## src/rtl/serial_adder_if.sv

```systemverilog
// Operand/result bundle for the bit-serial adder.
// The master drives the request and operands; the slave returns status and result.
interface serial_adder_if #(
  parameter int WIDTH = 8
);
  logic             start;
  logic [WIDTH-1:0] a;
  logic [WIDTH-1:0] b;
  logic             cin;
  logic             busy;
  logic             done;
  logic [WIDTH-1:0] sum;
  logic             cout;

  modport master (output start, a, b, cin, input busy, done, sum, cout);
  modport slave  (input start, a, b, cin, output busy, done, sum, cout);
endinterface

```

## src/rtl/serial_adder.sv

```systemverilog
// Bit-serial WIDTH-bit adder: one full_adder cell plus a carry flop.
// Bits are processed LSB first, one per clock; the parallel result is
// published only when the last bit is done, together with a one-cycle pulse.

// Single-bit full adder cell.
module full_adder (
  input  logic a,
  input  logic b,
  input  logic cin,
  output logic s,
  output logic cout
);
  assign s    = a ^ b ^ cin;
  assign cout = (a & b) | (cin & (a ^ b));
endmodule

module serial_adder #(
  parameter int WIDTH = 8
) (
  input  logic         clk,
  input  logic         rst,
  serial_adder_if.slave bus
);
  localparam int CW = (WIDTH > 1) ? $clog2(WIDTH) : 1;

  typedef enum logic [1:0] {IDLE, RUN, DONE} state_t;

  state_t           state;
  logic [WIDTH-1:0] ash;     // operand A, shifted right each bit
  logic [WIDTH-1:0] bsh;     // operand B, shifted right each bit
  // Holds the WIDTH-1 sum bits produced so far; the final bit comes straight
  // from the cell on the last cycle, so a full-width register is not needed.
  logic [WIDTH-2:0] res;
  logic [CW-1:0]    count;
  logic             carry;
  logic             busy_r;
  logic             done_r;
  logic [WIDTH-1:0] sum_r;
  logic             cout_r;

  logic             fa_s;
  logic             fa_co;
  logic [WIDTH-1:0] res_nxt;

  full_adder u_fa (
    .a    (ash[0]),
    .b    (bsh[0]),
    .cin  (carry),
    .s    (fa_s),
    .cout (fa_co)
  );

  // New sum bit enters at the top; after the last bit this is the full sum.
  assign res_nxt = {fa_s, res};

  // Control FSM with registered status and the held result.
  always_ff @(posedge clk) begin
    if (rst) begin
      state  <= IDLE;
      ash    <= '0;
      bsh    <= '0;
      res    <= '0;
      count  <= '0;
      carry  <= 1'b0;
      busy_r <= 1'b0;
      done_r <= 1'b0;
      sum_r  <= '0;
      cout_r <= 1'b0;
    end else begin
      case (state)
        IDLE: begin
          done_r <= 1'b0;
          if (bus.start) begin
            ash    <= bus.a;
            bsh    <= bus.b;
            carry  <= bus.cin;
            count  <= '0;
            busy_r <= 1'b1;
            state  <= RUN;
          end
        end
        RUN: begin
          res   <= res_nxt[WIDTH-1:1];
          carry <= fa_co;
          ash   <= ash >> 1;
          bsh   <= bsh >> 1;
          count <= count + CW'(1);
          if (count == CW'(WIDTH - 1)) begin
            sum_r  <= res_nxt;
            cout_r <= fa_co;
            busy_r <= 1'b0;
            done_r <= 1'b1;
            state  <= DONE;
          end
        end
        DONE: begin
          done_r <= 1'b0;
          if (bus.start) begin
            ash    <= bus.a;
            bsh    <= bus.b;
            carry  <= bus.cin;
            count  <= '0;
            busy_r <= 1'b1;
            state  <= RUN;
          end else begin
            state <= IDLE;
          end
        end
        default: begin
          busy_r <= 1'b0;
          done_r <= 1'b0;
          state  <= IDLE;
        end
      endcase
    end
  end

  assign bus.busy = busy_r;
  assign bus.done = done_r;
  assign bus.sum  = sum_r;
  assign bus.cout = cout_r;
endmodule

```

## src/flat_wrapper.sv

```systemverilog
// flat-port wrapper written by rule: the top's interface ports become plain ports
module serial_adder_flat 
#(
  parameter int WIDTH = 8
)
  (clk, rst, bus_start, bus_a, bus_b, bus_cin, bus_busy, bus_done, bus_sum, bus_cout);
  serial_adder_if #(.WIDTH(WIDTH)) bus_i ();
  input  logic clk;
  input  logic rst;
  input wire logic [$bits(bus_i.start)-1:0] bus_start;
  input wire logic [$bits(bus_i.a)-1:0] bus_a;
  input wire logic [$bits(bus_i.b)-1:0] bus_b;
  input wire logic [$bits(bus_i.cin)-1:0] bus_cin;
  output wire logic [$bits(bus_i.busy)-1:0] bus_busy;
  output wire logic [$bits(bus_i.done)-1:0] bus_done;
  output wire logic [$bits(bus_i.sum)-1:0] bus_sum;
  output wire logic [$bits(bus_i.cout)-1:0] bus_cout;
  assign bus_i.start = bus_start;
  assign bus_i.a = bus_a;
  assign bus_i.b = bus_b;
  assign bus_i.cin = bus_cin;
  assign bus_busy = bus_i.busy;
  assign bus_done = bus_i.done;
  assign bus_sum = bus_i.sum;
  assign bus_cout = bus_i.cout;
  serial_adder #(.WIDTH(WIDTH)) u_core (.clk(clk), .rst(rst), .bus(bus_i));
endmodule
```

## config.mk

```make
export PLATFORM = sky130hd
export DESIGN_NAME = serial_adder_flat
export DESIGN_NICKNAME = d
export VERILOG_FILES = /design/src/rtl/serial_adder_if.sv /design/src/rtl/serial_adder.sv /design/src/flat_wrapper.sv
export SDC_FILE = /design/constraint.sdc
export NUM_CORES = 1
export LEC_CHECK = 0
export CORE_ASPECT_RATIO = 1.4
export CORE_UTILIZATION = 50
export DETAILED_ROUTE_END_ITERATION = 16
export PLACE_DENSITY = 0.76
export SETUP_SLACK_MARGIN = 0.2
export SLEW_MARGIN = 20
export SYNTH_ARGS = -nofsm -noshare
export SYNTH_HDL_FRONTEND = slang
export SYNTH_SLANG_ARGS = --single-unit
```

## constraint.sdc

```tcl
create_clock -name clk -period 3.8 [get_ports clk]
set_input_delay 1.14 -clock clk [delete_from_list [all_inputs] [get_ports clk]]
set_output_delay 1.14 -clock clk [all_outputs]
set_load 0.02 [all_outputs]
```

Yosys cells after proc, flatten, opt, wreduce, memory -nomap -nowiden
Cells that the tools add are included.
{"block": "totals", "regBits": 40, "output_inout_bits": 11}
{"block": "op_classes", "add_sub_neg": 1, "eq_ne": 6, "n_mux": 15, "bitwise_logic": 6, "reduce_logical": 8}
{"cell": "$pmux W8 S2", "count": 2}
{"cell": "$mux W8", "count": 2}
{"cell": "$reduce_and A2 Y1", "count": 4}
{"cell": "$pmux W2 S3", "count": 1}
{"cell": "$pmux W3 S2", "count": 1}
{"cell": "$mux W1", "count": 4}
{"cell": "$mux W2", "count": 2}
{"cell": "$ne A2 B1 Y1 const B", "count": 2}
{"cell": "$pmux W1 S2", "count": 2}
{"cell": "$reduce_or A2 Y1", "count": 2}
{"cell": "$add A3 B1 Y3 const B", "count": 1}
{"cell": "$eq A3 B3 Y1 const B", "count": 1}
{"cell": "$mux W3", "count": 1}
{"cell": "$and A1 B1 Y1", "count": 2}
{"cell": "$eq A2 B1 Y1 const B", "count": 1}
{"cell": "$eq A2 B2 Y1 const B", "count": 1}
{"cell": "$logic_not A2 Y1", "count": 1}
{"cell": "$ne A2 B2 Y1 const B", "count": 1}
{"cell": "$reduce_bool A2 Y1", "count": 1}
{"cell": "$xor A1 B1 Y1", "count": 2}
{"cell": "$not A1 Y1", "count": 1}
{"cell": "$or A1 B1 Y1", "count": 1}

Logic depth before layout (Yosys ltp)
Gate-level depths: netlist of run 1.
{"block": "depth", "depth_word": 4, "depth_mapped": 6, "mapped_depth_nobuf": 5}

Modules after synthesis
Synthesis of run 1 repeated with hierarchy kept, for this count alone.
{"block": "hier_totals", "cells_unflattened": 181, "hier_area_um2": 1734.2}
{"module": "serial_adder", "instances": 1, "cells_per_inst": 180, "area_each_um2": 1714.1}
{"module": "full_adder", "instances": 1, "cells_per_inst": 1, "area_each_um2": 20.0}

Least setup slack after synthesis of run 1
Ideal clock, no wire load.
{"block": "synth_path", "path_kind": "input to register", "start": "input bus_start", "end": "register u_core.bsh[2]", "setup_time_ps": 142, "arrival_ps": 1679, "path_slack_ps": 1979, "stages": 4, "n_path_buf": 1, "cell_sequence": "and2b_2 > buf_6 > nor3_2 > a211oi_2"}
{"block": "synth_between", "elab_chain_len": 2}
{"item": "start: declaration", "line_no": "flat_wrapper.sv:10", "rtl": "input wire logic [$bits(bus_i.start)-1:0] bus_start;"}
{"item": "$ne A2 B1 Y1 (no source line)"}
{"item": "$reduce_and A2 Y1 (no source line)"}
{"item": "end signal: assignment", "line_no": "serial_adder.sv:75", "rtl": "bsh <= bus.b;"}
{"item": "end signal: assignment", "line_no": "serial_adder.sv:86", "rtl": "bsh <= bsh >> 1;"}
{"item": "end signal: assignment", "line_no": "serial_adder.sv:100", "rtl": "bsh <= bus.b;"}
{"item": "end: declaration", "line_no": "serial_adder.sv:30", "rtl": "logic [WIDTH-1:0] bsh;"}
Every way passes these cells.
A chain may end at the register's enable or synchronous reset.

Worst setup path in the final report of run 1
{"block": "layout_path", "start": "register u_core.busy_r (netlist: u_core.bus.busy)", "end": "output bus_busy"}
{"item": "start: declaration", "line_no": "serial_adder.sv:36", "rtl": "logic busy_r;"}
{"item": "start signal: assignment", "line_no": "serial_adder.sv:65", "rtl": "busy_r <= 1'b0;"}
{"item": "start signal: assignment", "line_no": "serial_adder.sv:78", "rtl": "busy_r <= 1'b1;"}
{"item": "start signal: assignment", "line_no": "serial_adder.sv:91", "rtl": "busy_r <= 1'b0;"}
{"item": "end: declaration", "line_no": "flat_wrapper.sv:14", "rtl": "output wire logic [$bits(bus_i.busy)-1:0] bus_busy;"}
No word-level cell between the ends.

==> run_results.csv, run 1 <==
group,metric,value,unit
worst_setup_path,critPathTopFamily,"buffers and inverters",
worst_setup_path,worstPathArrival,1280,ps
sta,fin_tns_setup,0,ps
floorplanning,io_pins,31,
clock_tree,postCtsHoldBufs,0,
worst_setup_path,r2r-start,"u_core.state[0]$_SDFFE_PP0P_",
logic_synthesis,netlist.area_leader.share,44.2,%
detailed_routing,num_vias,1403,
logic_synthesis,synth_edf_count,0,
global_routing,grt_pass1_wl,5840,µm
power,leakagePower,0.772,nW
min_path,hp-class,"register to register",
logic_synthesis,synth-main-ff-cell,"dfxtp_1",
floorplanning,dieArea,0.00387,mm²
placement,gp_congestion,0.778,
run,maxCapViolCount,0,
logic_synthesis,syn_avg_cell_area,9.89,µm²
logic_synthesis,ys_async_sr_fraction,0,%
cells_and_area,diodes,0,
detailed_routing,drc,0,
sta,hold_viol_final,0,
cells_and_area,drive_gt1_share,19.0,%
worst_setup_path,cp_slowest_stage_delay,620,ps
floorplanning,rows,25,
logic_synthesis,netlist_instances,183,
logic_synthesis,synth_top_area_cell,"dfxtp_1",
power,pwr-share-seq,47.0,%
logic_synthesis,ys_warn_count,0,
run_status,outcome,"completed",
power,finalPower,0.981,mW
worst_setup_path,slowest_stage,"clkdlybuf4s50_1",
cells_and_area,nets,232,
detailed_routing,totalWireLength,3620,µm
min_path,hold_depth,2,
clock_tree,cts_resized,0,
placement,hpwl,2490,µm
floorplanning,start_util,53.1,%
clock_tree,clk_pin_slew,70,ps
cells_and_area,n_fill_cell,286,
worst_setup_path,path_cells,"clkdlybuf4s50_1",
sta,setup_violations,0,
clock_tree,clockRootBuffer,"clkbuf_8",
global_routing,grt_pass1_vias,1286,
worst_setup_path,crit_path_max_fanout,3,
power,power.switching,0.239,mW
global_routing,grt_max_degree,22,
cells_and_area,syn_to_final_growth,22.3,%
logic_synthesis,synth_most_common_cell,"dfxtp_1",
clock_tree,cts_sinks,40,
global_routing,antenna_found_initial,0,
sta,tightest_slew,615,ps
worst_setup_path,cp-end-kind,"output port",
floorplanning,coreArea,0.00341,mm²
logic_synthesis,synth_cell_types,26,
sta,final-max-slew-violation-count,0,
floorplanning,die_h,73.2,µm
worst_setup_path,cp-start-kind,"register",
logic_synthesis,ys_seq_area_share,44.2,%
sta,rsz0062_at_grt,"false",
power,power_frac_comb,14.5,%
sta,fin_crit_sh,63.7,%
detailed_routing,drtPass1Iterations,4,
sta,fmax,413,MHz
detailed_routing,wl_per_cell,14.5,µm
worst_setup_path,required,2660,ps
clock_tree,clock_path_buffers,2,
sta,fin_skew,3.79,ps
cells_and_area,utilization,64.9,%
logic_synthesis,syn_area,0.00181,mm²
clock_tree,cts_setup_buffers,0,
clock_tree,htreeDepth,2,
power,powerDensity,443,mW/mm²
sta,max_slew_margin,59.0,%
power,ir_worst_vdd,411,µV
clock_tree,clock_latency,300,ps
clock_tree,numCtsBuffers,5,
worst_setup_path,rr_endpoint,"u_core.ash[3]$_SDFFE_PP0P_",
global_routing,overflow,0,
sta,final.min_clock_period,2420,ps
detailed_routing,ant_nets,0,
power,intPower,0.743,mW
min_path,hp-start,"u_core.bus.sum[3]$_SDFFE_PP0P_",
logic_synthesis,yosys-top-cells-area,"dfxtp_1 44%, mux2i_1 9.4%, a211oi_2 8.3%, nor3_2 6.6%, a21oi_1 5.5%",
worst_setup_path,reg2regPathDepth,4,
worst_setup_path,r2r_slack,1970,ps
power,switching_share,24.3,%
worst_setup_path,path_class,"register to output port",
global_routing,grtUsageTotal,20.7,%
clock_tree,cts_tree,"yes",
logic_synthesis,synth_top_cells_by_count,"40 x dfxtp_1, 26 x nand2_1, 20 x a21oi_1",
detailed_routing,drtIter0Drc,55,
floorplanning,die_width,52.9,µm
logic_synthesis,synthesis.nets,206,
detailed_routing,avgViaCountPerCell,5.61,
min_path,holdPathEnd,"u_core.bus.sum[3]$_SDFFE_PP0P_",
worst_setup_path,path_buf_inv,1,
logic_synthesis,ys_seq_elements,40,
power,power_frac_clock,38.5,%
placement,portBuffers,30,
## area by class of cell
| class | count | area [µm²] | share of cell area (%) |
|---|---|---|---|
| well taps | 40 | 50.0 | 2.26 |
| clock inverters | 1 | 30.0 | 1.36 |
| repair buffers | 34 | 330 | 14.9 |
| clock buffers | 7 | 96.3 | 4.35 |
| flip-flops and latches | 40 | 801 | 36.2 |
| multi-input cells | 128 | 906 | 40.9 |
## metal layers
metal,track usage (%),wire length [µm],up-vias
met2,33.6,1790,32
met3,6.46,182,6
met5,0,0,-
li1,-,-,693
met4,7.89,59,0
met1,25.2,1590,672
## cell usage in the layout (no fill, tap or decap)
| cell | synthesis | final |
|---|---|---|
| nand2b_2 | 2 | 2 |
| nand3b_1 | 1 | 1 |
| a21oi_1 | 20 | 20 |
| bufinv_16 | 0 | 1 |
| o21bai_1 | 1 | 1 |
| dfxtp_1 | 40 | 40 |
| a211oi_1 | 3 | 3 |
| nand2b_1 | 1 | 1 |
| and2b_1 | 1 | 1 |
| nor2_1 | 5 | 5 |
| clkbuf_8 | 0 | 7 |
| o21a_1 | 3 | 3 |
| mux2i_1 | 17 | 17 |
| ha_1 | 2 | 2 |
| a211oi_2 | 12 | 12 |
| and2b_2 | 1 | 1 |
| buf_4 | 4 | 4 |
| nor3_1 | 4 | 4 |
| nor3b_1 | 1 | 1 |
| nand3_1 | 14 | 14 |
| clkdlybuf4s50_1 | 0 | 30 |
| fa_1 | 1 | 1 |
| nand2_1 | 26 | 26 |
| nor3_2 | 12 | 12 |
| nand2_2 | 1 | 1 |
## metrics by stage
step	worst slack, ps	std cells	instance area (µm²)	hold WS (ps)
floorplan	1980	183	1810	437
global placement	1270	242	2090	446
detailed placement	1220	242	2090	451
CTS	1380	250	2210	460
global route	1340	250	2210	480
finish	1380	250	2210	460
## sequential cells by signal (all words and copies together) (netlist names)
| name | cells |
|---|---|
| u_core.ash | 8 |
| u_core.bsh | 8 |
| u_core.bus.sum | 8 |
| u_core.res | 7 |
| u_core.count | 3 |
| u_core.state | 2 |
| u_core.bus.busy | 1 |
| u_core.bus.cout | 1 |
| u_core.bus.done | 1 |
| u_core.carry | 1 |
## cell families (layout without fill, tap and decap cells)
| kind of cell | count (synthesis) | count (layout) | share of synthesized area [%] |
|---|---|---|---|
| AOI/OAI and AO/OA | 39 | 39 | 16.7 |
| adders and majority gates | 3 | 3 | 2.49 |
| buffers and inverters | 15 | 42 | 5.74 |
| DFF | 40 | 40 | 44.2 |
| muxes | 17 | 17 | 9.40 |
| and+or+nand+nor | 69 | 69 | 21.4 |
## power by group through the flow
stage,Combinational [mW],Sequential (mW),Clock [mW]
2_1_floorplan,0.113,0.466,0
3_3_place_gp,0.139,0.470,0
3_5_place_dp,0.142,0.471,0
4_1_cts,0.144,0.462,0.385
5_1_grt,0.155,0.464,0.403
6_report,0.142,0.462,0.378
## how the worst max path moves through the flow
stage / from / to / depth (start not counted)
3_5_place_dp: bus_start / u_core.ash[3]$_SDFFE_PP0P_ / 4
2_1_floorplan: bus_start / u_core.bsh[2]$_SDFFE_PP0P_ / 4
4_1_cts: u_core.bus.busy$_SDFFE_PP0P_ / bus_busy / 1
3_3_place_gp: bus_start / u_core.ash[1]$_SDFFE_PP0P_ / 4
5_1_grt: u_core.bus.busy$_SDFFE_PP0P_ / bus_busy / 1
6_report: u_core.bus.busy$_SDFFE_PP0P_ / bus_busy / 1
(Power assumes the default switching activity.)
==> run 2, diff against run 1 <==
--- a/config.mk
+++ b/config.mk
@@ -6,9 +6,9 @@
 export NUM_CORES = 1
 export LEC_CHECK = 0
 export CORE_ASPECT_RATIO = 1.4
-export CORE_UTILIZATION = 50
+export CORE_UTILIZATION = 47
 export DETAILED_ROUTE_END_ITERATION = 16
-export PLACE_DENSITY = 0.76
+export PLACE_DENSITY = 0.75
 export SETUP_SLACK_MARGIN = 0.2
 export SLEW_MARGIN = 20
 export SYNTH_ARGS = -nofsm -noshare
==> constraint.sdc (replaced) <==
create_clock -name clk -period 2.1 [get_ports clk]
set_input_delay 0.63 -clock clk [delete_from_list [all_inputs] [get_ports clk]]
set_output_delay 0.63 -clock clk [all_outputs]
set_load 0.02 [all_outputs]
==> run 2 against run 1 <==
Register-to-register slack worse by 1400 ps. Final cell count up 2.8%. Sequential power up 80%. Sequential share of layout area down 1.2 points. Global-route usage up 0.31 points. First-iteration DRC count down 65%. Critical path depth up 4. Clock-buffer cell count unchanged. Clock skew up 3.1 ps. Combinational power up 93%. Sequential cell count unchanged. Critical path type is now input pin to register. Largest power group unchanged.
==> run_results.csv, run 2 (synthesis gave the netlist of run 1 again) <==
group,metric,value,unit
worst_setup_path,rr_endpoint,"u_core.ash[3]$_SDFFE_PP0P_",
min_path,hp-class,"register to register",
global_routing,grtUsageTotal,21.0,%
global_routing,grt_max_degree,24,
clock_tree,htreeDepth,2,
sta,tightest_slew,411,ps
placement,post_dp_cell_area,0.00214,mm²
floorplanning,rows,26,
worst_setup_path,path_class,"input pin to register",
clock_tree,cts_tree,"yes",
global_routing,antenna_found_initial,0,
cells_and_area,final_cell_mix,"40 x dfxtp_1, 26 x nand2_1, 20 x a21oi_1, 19 x clkdlybuf4s50_1, 17 x mux2i_1",
min_path,hold_depth,2,
clock_tree,numCtsBuffers,5,
detailed_routing,totalWireLength,3820,µm
placement,portBuffers,30,
cells_and_area,final-seq-area,801,µm²
detailed_routing,wl_per_cell,14.9,µm
worst_setup_path,r2r_slack,620,ps
worst_setup_path,required,2320,ps
worst_setup_path,r2r-start,"u_core.state[0]$_SDFFE_PP0P_",
detailed_routing,wl_met3,152,µm
floorplanning,dieArea,0.00411,mm²
sta,fin_skew,6.85,ps
sta,fin_ws,440,ps
sta,fin_tns_setup,0,ps
worst_setup_path,startpoint,"bus_start",
clock_tree,clock_latency,300,ps
cells_and_area,finalInstanceArea,0.00229,mm²
clock_tree,clockRootBuffer,"clkbuf_8",
floorplanning,io_pins,31,
detailed_routing,drtIter0Drc,19,
worst_setup_path,crit_path_max_fanout,9,
placement,gp_congestion,0.781,
detailed_routing,route.met2.wl,2060,µm
worst_setup_path,worstPathArrival,1880,ps
cells_and_area,utilization,62.3,%
run,maxCapViolCount,0,
cells_and_area,nets,237,
placement,hpwl,2680,µm
cells_and_area,final_common_cell,"dfxtp_1",
sta,fin_crit_sh,79.0,%
worst_setup_path,cp-start-kind,"input pin",
power,leakagePower,0.991,nW
floorplanning,start_util,49.3,%
clock_tree,clk_pin_slew,70,ps
sta,hold_viol_final,0,
cells_and_area,multi_input_area,906,µm²
power,powerDensity,784,mW/mm²
detailed_routing,drtPass1Iterations,4,
clock_tree,cts_sinks,40,
global_routing,overflow,0,
clock_tree,clock_path_buffers,2,
sta,final-max-slew-violation-count,0,
run_status,outcome,"completed",
sta,fmax,602,MHz
cells_and_area,syn_to_final_growth,26.5,%
floorplanning,die_h,75.4,µm
worst_setup_path,cp-end-kind,"register",
sta,setup_violations,0,
floorplanning,die_width,54.5,µm
sta,rsz0062_at_grt,"false",
global_routing,grt_pass1_vias,1400,
detailed_routing,ant_nets,0,
cells_and_area,n_fill_cell,313,
detailed_routing,met1_length,1560,µm
detailed_routing,drc,0,
detailed_routing,avgViaCountPerCell,5.46,
clock_tree,postCtsHoldBufs,0,
detailed_routing,num_vias,1402,
power,ir_worst_vdd,593,µV
cells_and_area,drive_gt1_share,20.9,%
sta,max_slew_margin,72.5,%
placement,pre_cts_ws,117,ps
sta,final.min_clock_period,1660,ps
floorplanning,coreArea,0.00368,mm²
cells_and_area,diodes,0,
global_routing,grt_pass1_wl,6130,µm
detailed_routing,top_layer_used,"met4",
worst_setup_path,reg2regPathDepth,4,
worst_setup_path,endpoint,"u_core.bsh[6]$_SDFFE_PP0P_",
## run 2: changes by cell type in the layout (fill, tap and decap cells not counted), sizes merged
| cell | delta |
|---|---|
| dlygate4sd2 | +1 |
| dlymetal6s2s | +10 |
| clkdlybuf4s50 | -11 |
| buf | +5 |
## run 2: area by class of cell
cell class / instances / share of cell area, %
clock buffer: 7 / 4.21
multi-input combinational: 128 / 39.6
timing repair buffer: 39 / 17.7
tap: 42 / 2.30
sequential: 40 / 35.0
clock inverter: 1 / 1.31
## run 2: worst min path at each step
stage | start | slack, ps | to
2_1_floorplan | u_core.res[0]$_SDFFE_PP0P_ | 440 | u_core.res[0]$_SDFFE_PP0P_
3_3_place_gp | u_core.bus.sum[3]$_SDFFE_PP0P_ | 440 | u_core.bus.sum[3]$_SDFFE_PP0P_
3_5_place_dp | u_core.bus.cout$_SDFFE_PP0P_ | 450 | u_core.bus.cout$_SDFFE_PP0P_
4_1_cts | u_core.bus.sum[2]$_SDFFE_PP0P_ | 460 | u_core.bus.sum[2]$_SDFFE_PP0P_
5_1_grt | u_core.bus.sum[2]$_SDFFE_PP0P_ | 480 | u_core.bus.sum[2]$_SDFFE_PP0P_
6_report | u_core.bus.sum[2]$_SDFFE_PP0P_ | 450 | u_core.bus.sum[2]$_SDFFE_PP0P_
## run 2: metal layers
metal | track usage [%] | vias to the layer above
met5 | 0 | -
met4 | 9.40 | 0
met3 | 6.39 | 5
met2 | 36.2 | 24
met1 | 23.2 | 668
li1 | - | 705
## run 2: critical path, cell delays in order
cell and delay [ps]:
clkdlybuf4s50_1 550, and2b_2 290, buf_12 170, nor3_2 40, a211oi_2 190
## run 2: repair_timing
item / CTS / global route
setup buffers: 0 / 0
endpoints found under the setup margin: 1 / 10
gates resized for setup: 1 / 10
gates cloned: 0 / 0
## run 2: per-stage QoR
step | power, mW | std cells | hold slack (ps)
floorplan | 1.05 | 183 | 437
global placement | 1.11 | 249 | 445
detailed placement | 1.13 | 249 | 451
CTS | 1.81 | 257 | 461
global route | 1.87 | 257 | 483
finish | 1.79 | 257 | 454
## run 2: where the power goes
group | internal, mW | switching [mW] | leakage, nW
sequential | 0.801 | 0.0313 | 0.327
combinational | 0.133 | 0.141 | 0.600
clock | 0.419 | 0.268 | 0.0645
total | 1.35 | 0.441 | 0.991
